===== src/rtl/conv_pkg.sv =====
// Shared convolution types and defaults, used by the window feeder and the PE.
package conv_pkg;

   localparam int unsigned KNL_SIZE_DEF     = 5;
   localparam int unsigned DATA_WIDTH_DEF   = 16;
   localparam int unsigned WEIGHT_WIDTH_DEF = 16;
   localparam int unsigned WGT_AW           = 5;

   typedef enum logic [1:0] {
      ST_IDLE  = 2'd0,
      ST_RUN   = 2'd1,
      ST_DRAIN = 2'd2
   } feeder_state_e;

   // Qualifiers travelling alongside each beat
   typedef struct packed {
      logic first;
      logic last;
      logic frame_last;
   } beat_tag_t;

   function automatic int unsigned cnt_width(input int unsigned n);
      return (n > 1) ? $clog2(n) : 1;
   endfunction

endpackage


===== src/rtl/window_addr_gen.sv =====
// Kernel/window position counters and picture/weight address arithmetic.
module window_addr_gen
   import conv_pkg::*;
#(
   parameter int unsigned KNL_SIZE   = KNL_SIZE_DEF,
   parameter int unsigned IMG_W      = 32,
   parameter int unsigned IMG_H      = 32,
   parameter int unsigned ADDR_WIDTH = 10
) (
   input  logic                  clk,
   input  logic                  rst_n,
   input  logic                  clear,
   input  logic                  step,
   output logic [ADDR_WIDTH-1:0] pic_addr_c,
   output logic [WGT_AW-1:0]     wgt_addr_c,
   output beat_tag_t             tag_c
);

   localparam int unsigned NWX = IMG_W - KNL_SIZE + 1;
   localparam int unsigned NWY = IMG_H - KNL_SIZE + 1;
   localparam int unsigned KW  = cnt_width(KNL_SIZE);
   localparam int unsigned XW  = cnt_width(NWX);
   localparam int unsigned YW  = cnt_width(NWY);

   logic [KW-1:0] kx, ky;
   logic [XW-1:0] win_x;
   logic [YW-1:0] win_y;
   logic          kx_last, ky_last, wx_last, wy_last;

   assign kx_last = (kx == KW'(KNL_SIZE - 1));
   assign ky_last = (ky == KW'(KNL_SIZE - 1));
   assign wx_last = (win_x == XW'(NWX - 1));
   assign wy_last = (win_y == YW'(NWY - 1));

   // Odometer: kx fastest, then ky, then win_x, then win_y
   always_ff @(posedge clk or negedge rst_n) begin
      if (!rst_n) begin
         kx    <= '0;
         ky    <= '0;
         win_x <= '0;
         win_y <= '0;
      end else if (clear) begin
         kx    <= '0;
         ky    <= '0;
         win_x <= '0;
         win_y <= '0;
      end else if (step) begin
         if (!kx_last) begin
            kx <= kx + KW'(1);
         end else begin
            kx <= '0;
            if (!ky_last) begin
               ky <= ky + KW'(1);
            end else begin
               ky <= '0;
               if (!wx_last) begin
                  win_x <= win_x + XW'(1);
               end else begin
                  win_x <= '0;
                  win_y <= wy_last ? '0 : win_y + YW'(1);
               end
            end
         end
      end
   end

   always_comb begin
      pic_addr_c = (ADDR_WIDTH'(win_y) + ADDR_WIDTH'(ky)) * ADDR_WIDTH'(IMG_W)
                 + ADDR_WIDTH'(win_x) + ADDR_WIDTH'(kx);
      wgt_addr_c = WGT_AW'(ky) * WGT_AW'(KNL_SIZE) + WGT_AW'(kx);
      tag_c.first      = (kx == '0) && (ky == '0);
      tag_c.last       = kx_last && ky_last;
      tag_c.frame_last = kx_last && ky_last && wx_last && wy_last;
   end

endmodule


===== src/rtl/conv_window_feeder.sv =====
// Streams KNL_SIZE x KNL_SIZE pixel/weight windows over an image to a PE.
module conv_window_feeder
   import conv_pkg::*;
#(
   parameter int unsigned KNL_SIZE     = KNL_SIZE_DEF,
   parameter int unsigned DATA_WIDTH   = DATA_WIDTH_DEF,
   parameter int unsigned WEIGHT_WIDTH = WEIGHT_WIDTH_DEF,
   parameter int unsigned IMG_W        = 32,
   parameter int unsigned IMG_H        = 32,
   parameter int unsigned ADDR_WIDTH   = 10
) (
   input  logic                    clk,
   input  logic                    rst_n,
   input  logic                    start,
   input  logic                    out_ready,
   output logic                    pic_rd_en,
   output logic [ADDR_WIDTH-1:0]   pic_addr,
   input  logic [DATA_WIDTH-1:0]   pic_rdata,
   output logic                    wgt_rd_en,
   output logic [WGT_AW-1:0]       wgt_addr,
   input  logic [WEIGHT_WIDTH-1:0] wgt_rdata,
   output logic [DATA_WIDTH-1:0]   picDat,
   output logic [WEIGHT_WIDTH-1:0] weightDat,
   output logic                    dat_valid,
   output logic                    win_first,
   output logic                    win_last,
   output logic                    frame_last,
   output logic                    busy,
   output logic                    done
);

   feeder_state_e         state, next_state;
   logic                  issue_c, clear_c;
   logic [ADDR_WIDTH-1:0] gen_pic_addr_c;
   logic [WGT_AW-1:0]     gen_wgt_addr_c;
   beat_tag_t             tag_c, tag_q;
   logic                  valid_q, busy_q, done_q;

   window_addr_gen #(
      .KNL_SIZE   (KNL_SIZE),
      .IMG_W      (IMG_W),
      .IMG_H      (IMG_H),
      .ADDR_WIDTH (ADDR_WIDTH)
   ) u_addr_gen (
      .clk        (clk),
      .rst_n      (rst_n),
      .clear      (clear_c),
      .step       (issue_c),
      .pic_addr_c (gen_pic_addr_c),
      .wgt_addr_c (gen_wgt_addr_c),
      .tag_c      (tag_c)
   );

   always_ff @(posedge clk or negedge rst_n) begin
      if (!rst_n) state <= ST_IDLE;
      else        state <= next_state;
   end

   // DRAIN lasts exactly the cycle in which the final read's data returns
   always_comb begin
      next_state = state;
      case (state)
         ST_IDLE:  if (start) next_state = ST_RUN;
         ST_RUN:   if (issue_c && tag_c.frame_last) next_state = ST_DRAIN;
         ST_DRAIN: next_state = ST_IDLE;
         default:  next_state = ST_IDLE;
      endcase
   end

   always_comb begin
      issue_c = 1'b0;
      clear_c = 1'b0;
      case (state)
         ST_IDLE: clear_c = start;
         ST_RUN:  issue_c = out_ready;
         default: ;
      endcase
   end

   // Beat qualifiers follow the read by one cycle, matching memory latency
   always_ff @(posedge clk or negedge rst_n) begin
      if (!rst_n) begin
         valid_q <= 1'b0;
         tag_q   <= '0;
         busy_q  <= 1'b0;
         done_q  <= 1'b0;
      end else begin
         valid_q <= issue_c;
         tag_q   <= issue_c ? tag_c : '0;
         busy_q  <= (next_state != ST_IDLE);
         done_q  <= (state == ST_DRAIN);
      end
   end

   assign pic_rd_en  = issue_c;
   assign wgt_rd_en  = issue_c;
   assign pic_addr   = issue_c ? gen_pic_addr_c : '0;
   assign wgt_addr   = issue_c ? gen_wgt_addr_c : '0;
   assign picDat     = valid_q ? pic_rdata : '0;
   assign weightDat  = valid_q ? wgt_rdata : '0;
   assign dat_valid  = valid_q;
   assign win_first  = tag_q.first;
   assign win_last   = tag_q.last;
   assign frame_last = tag_q.frame_last;
   assign busy       = busy_q;
   assign done       = done_q;

endmodule


===== config.mk =====
export PLATFORM = sky130hd
export DESIGN_NAME = conv_window_feeder
export DESIGN_NICKNAME = d
export VERILOG_FILES = /design/src/rtl/conv_pkg.sv /design/src/rtl/window_addr_gen.sv /design/src/rtl/conv_window_feeder.sv
export SDC_FILE = /design/constraint.sdc
export NUM_CORES = 1
export LEC_CHECK = 0
export CORE_ASPECT_RATIO = 1.1
export CORE_MARGIN = 2
export CORE_UTILIZATION = 42
export CTS_CLUSTER_DIAMETER = 120
export DETAILED_ROUTE_END_ITERATION = 8
export HOLD_SLACK_MARGIN = 0.08
export PLACE_DENSITY = 0.86
export REMOVE_ABC_BUFFERS = 1
export SLEW_MARGIN = 20
export SYNTH_ARGS = -nofsm -noshare
export SYNTH_HDL_FRONTEND = slang
export SYNTH_SLANG_ARGS = --single-unit
export TNS_END_PERCENT = 20

===== constraint.sdc =====
create_clock -name clk -period 3.1 [get_ports clk]
set_input_delay 0.775 -clock clk [delete_from_list [all_inputs] [get_ports clk]]
set_output_delay 0.775 -clock clk [all_outputs]
set_load 0.05 [all_outputs]

# After elaboration in Yosys (flattened, before gate mapping)
# Index checks and enable logic that the tools add are counted.
[totals]
regBits = 24
in_bits = 36
out_inout_bits = 55
elab_cells = 70
[classes]
n_addsub = 8
mul = 1
n_eq_ne = 6
muxes = 28
n_reduce_logical = 16
[ops]
columns = ["op", "n"]
rows = [
  ["5-bit 2-to-1 mux", 12],
  ["16-bit 2-to-1 mux", 2],
  ["3-bit 2-to-1 mux", 8],
  ["10-bit by 3-bit adder with 10-bit output", 1],
  ["10-bit by 5-bit adder with 10-bit output", 1],
  ["5-bit by 1-bit adder with 5-bit output, second input constant", 2],
  ["5-bit by 3-bit adder with 5-bit output", 2],
  ["5-bit == test, second input constant", 2],
  ["10-bit 2-to-1 mux", 1],
  ["2-bit nonzero test", 5],
  ["3-bit by 1-bit adder with 3-bit output, second input constant", 2],
  ["3-bit == test, second input constant", 2],
  ["3-bit logical NOT", 2],
  ["1-bit logical AND", 5],
  ["3-bit by 3-bit multiplier with 5-bit output, second input constant", 1],
  ["2-bit 2-to-1 mux", 2],
  ["2-bit case mux with 2 select lines", 1],
  ["4-bit AND reduction", 1],
  ["3-bit AND reduction", 1],
  ["2-bit by 1-bit == test with 1-bit output, second input constant", 1],
  ["2-bit == test, second input constant", 1],
  ["2-bit logical NOT", 1],
  ["1-bit 2-to-1 mux", 2],
  ["2-bit AND reduction", 1],
]

# Logic depth before layout (Yosys ltp)
[logic_depth]
depth_word = 8
ltp_mapped = 8

# Cells and area by module
# From an unflattened synthesis, not the netlist that was laid out.
[unflattened]
cells_unflattened = 223
area_unflattened_um2 = 2043.2
[modules_own_cells]
columns = ["module", "n_inst", "cells_per_inst", "area_each_um2"]
rows = [
  ["window_addr_gen", 1, 152, 1408.9],
  ["conv_window_feeder", 1, 71, 634.4],
]

# Worst setup path before layout
# OpenSTA, ideal clock, no wires.
[synth_timing]
path_kind = "register to output"
from = "reg u_addr_gen.ky[0]"
to = "out pic_addr[9]"
arrival_ns = 2.421
t_required_ns = 2.325
slack_ns = -0.096
path_stages_with_launch = 9
n_path_buf = 0
path_cell_list = "dfrtp_1 -> ha_1 -> inv_1 -> fa_1 -> xor2_1 -> nor3_1 -> nor4b_1 -> xnor2_1 -> nor2_1"
[synth_between]
elab_chain_cells = 4
[synth_rtl]
columns = ["item", "line", "rtl"]
rows = [
  ["start, declared", "window_addr_gen.sv:25", "logic [KW-1:0] kx, ky;"],
  ["start signal, assigned", "window_addr_gen.sv:53", "ky <= ky + KW'(1);"],
  ["5-bit by 3-bit adder with 5-bit output", "window_addr_gen.sv:68", "pic_addr_c = (ADDR_WIDTH'(win_y) + ADDR_WIDTH'(ky)) * ADDR_WIDTH'(IMG_W)"],
  ["10-bit by 5-bit adder with 10-bit output", "window_addr_gen.sv:69", "+ ADDR_WIDTH'(win_x) + ADDR_WIDTH'(kx);"],
  ["10-bit by 3-bit adder with 10-bit output", "window_addr_gen.sv:69", ""],
  ["10-bit 2-to-1 mux", "conv_window_feeder.sv:97", "assign pic_addr = issue_c ? gen_pic_addr_c : '0;"],
  ["end, declared", "conv_window_feeder.sv:17", "output logic [ADDR_WIDTH-1:0] pic_addr,"],
]
# No other way between the ends.

# Final worst setup path
[layout_timing]
from = "reg u_addr_gen.ky[2]"
to = "out pic_addr[8]"
# Same word-level chain as after synthesis.

==> run metrics <==
antenna viol nets, final 0; Maximum Capacitance Violations 0; sequential share of power 21.8%; number of hold violations in the final report 0; clk slew on worst S/H paths 0.08 ns; hold buffers post-CTS 0; RSZ-0062 raised after global routing true; crit path launch type register; 1st-iter DRT viols 44; fmax 0.3203 GHz; Synth Flop Type dfrtp_1; Leak Pwr 0.001491 uW; violated checks negative setup slack; Worst EP required 2.32 ns; # fillers 310; Core Area 4379 um^2; ys async rst share 100.0%; grt ovf 0; Hold/Removal Path Class reg -> reg; Crit path arrival time 2.35 ns; count of input and output buffers 90; routed wire length 5411 um; power density cells 585.1 nW/um^2; Die Y 75.32 um; Initial Util 44.34%; final setup fails 2; Area Growth Syn to Fin 64.11%; NumNets Final 384; yosys warns 0; VDD IR max 0.0003683 V; hpwl dp 4218 um; Placer Congestion 0.8560; EDFF count, synth 0; initial antenna violation count 0; post-synth cell types 38; Logic pwr share 66.6%; Die W 68.83 um; Pre-antenna DRT Iters 4; drt drc 0; Synth Register Bits 24; layout cells sized above 1 27.16%; P_int 1022 uW; Crit path top cell by count a21oi_1; DR vias 1,911; Max clock buf depth 2; CTS buffer count 3; TritonCTS clock tree done; period utilization 100.7%; status finished, violations left; CP max stage delay 0.39 ns; routed vias/inst 5.056; clock group share of total power 11.6%; fin. max-slew vios 0; first-pass GRT wire length 8707 um; crit path time final 3.122 ns; CP Launch Point u_addr_gen.ky[2]; total die area 5184 um^2; diodes inserted 0; register area share after synthesis 30.93%; Setup CP Type reg -> out; min-delay src state[0]; htree depth 1; Net Switching 842.8 uW; Worst-Skew Late Latency 0.27 ns; largest net degree at the start of global routing 26; WHS 0.5137 ns; Final Skew 0.006338 ns; CP endpoint kind output pin; slew margin rel. 66.44%; clock root buffer clkbuf_8; worst flop-to-flop path startpoint u_addr_gen.ky[0]; Synth Instances 226; post-synthesis average cell area 8.592 um^2; WL/cell 14.31 um; Netlist Area Pre-Place 1942 um^2; FP Rows 25; min setup slack post-route -0.02199 ns; Sw Share 45.20%; vias in the first global route 1,889; Least-Margin Pin Slew 0.5018 ns; Total GRT Usage 21.89%; slowest library cell on the worst path dfrtp_1; num ports 91; CP Max Fanout 7; overall power 1865 uW; Clock Sinks 24; crit-path cells buf_4, ha_1, a21oi_1, a21oi_1, or2_2, xnor2_1, nor2_2, buf_12
cell usage after synthesis (all sizes together) (4+ instances only):
library cell / count / area (um^2)
dfrtp: 24 / 600.6
o21ai: 8 / 40.04
mux2i: 4 / 40.04
clkbuf: 6 / 22.52
nand3: 8 / 45.04
nand2: 17 / 63.81
nor2: 24 / 90.09
ha: 20 / 250.2
xor2: 6 / 52.55
inv: 14 / 52.55
nor3: 6 / 41.29
xnor2: 6 / 52.55
and2: 37 / 234.0
a21oi: 17 / 88.84
worst paths after layout:
path                                       end  cells after the start  slack, ns
max in group asynchronous     u_addr_gen.kx[0]                      2       1.99
setup / recovery                   pic_addr[8]                      8      -0.02
min in group asynchronous  u_addr_gen.win_x[4]                      2       0.85
hold reg to reg                           done                      1       0.51
setup reg to reg           u_addr_gen.win_y[4]                      8       0.86
hold / removal                            done                      1       0.51
cells in the final DEF, fill, tap and decap left out, types with 2 or more instances in the layout:
master	count
nor3_1	4
clkbuf_8	4
ha_1	18
nand3_1	7
xor2_1	6
nor2_1	20
nor2_2	4
nand3b_1	2
o21ai_0	8
xnor2_1	5
or3_1	2
a21oi_2	3
nand2_1	17
mux2i_1	4
nor2b_1	2
buf_4	43
fa_1	2
dfrtp_1	23
buf_12	18
inv_1	14
and2_1	35
and2_2	2
and3_1	3
a21o_1	3
a21oi_1	14
clkdlybuf4s50_1	41
layout make-up:
cell class | instances | area [um^2] | area share, %
Sequential cell | 24 | 601.8 | 18.88
Clock buffer | 4 | 55.05 | 1.728
Tap cell | 54 | 67.56 | 2.120
Inverter | 14 | 52.55 | 1.649
Multi-Input combinational cell | 180 | 1316 | 41.30
Timing Repair Buffer | 102 | 1094 | 34.31
cells by family (layout without fill, tap and decap cells):
kind of cell    after synthesis  after routing  share of synthesized area, %
simple gates                111            111                         32.28
mux                           5              5                         2.642
flops                        24             24                         30.93
buf+inv                      22            120                         4.510
compound gates               29             29                         8.248
xor+xnor                     12             12                         5.412
fa+ha+maj                    23             23                         15.98
layer usage:
metal,GRT usage [%],routed length (um)
met5,0,0
met4,7.190,70
met3,3.840,518
met2,40.60,2817
met1,25.26,2005
worst max-delay path: cells and delay by family, from the launching register on:
family	cells	cell delay, ns
buffers and inverters	2	0.33
adder cells (fa/ha/maj)	1	0.34
XOR/XNOR	1	0.15
AND/OR/NAND/NOR	2	0.48
flip-flops	1	0.39
AO/OA/AOI/OAI	2	0.39
state kept, by name (all words and copies together) (netlist names), 2 cells and up:
name / count
u_addr_gen.win_x: 5
u_addr_gen.win_y: 5
u_addr_gen.kx: 3
u_addr_gen.ky: 3
state: 2
power groups by stage:
stage / Clock (uW) / Combinational, uW / Sequential, uW
after CTS: 223 / 1230 / 406
after detailed placement: 0 / 1180 / 409
after global routing: 232 / 1350 / 415
final: 216 / 1240 / 407
after global placement: 0 / 1150 / 406
after floorplan: 0 / 648 / 423
through the flow:
stage	cells	worst slack [ns]	utilization, %	cell area (um^2)	TNS, ns
2_1_floorplan	218	-0.09601	-	1907	-0.3417
3_3_place_gp	372	0.1401	69.71	3053	0
3_5_place_dp	372	0.03382	69.71	3053	0
4_1_cts	377	-0.02420	72.20	3162	-0.04755
5_1_grt	378	-0.1663	72.77	3187	-0.4097
6_report	378	-0.02199	72.77	3187	-0.04109
timing repair:
item                       4_1_cts  5_1_grt
setup buffers                    1        1
setup endpoints to repair        4        7
pin swaps                        6        1
resized for setup                9        5
(Power assumes the default switching activity.)
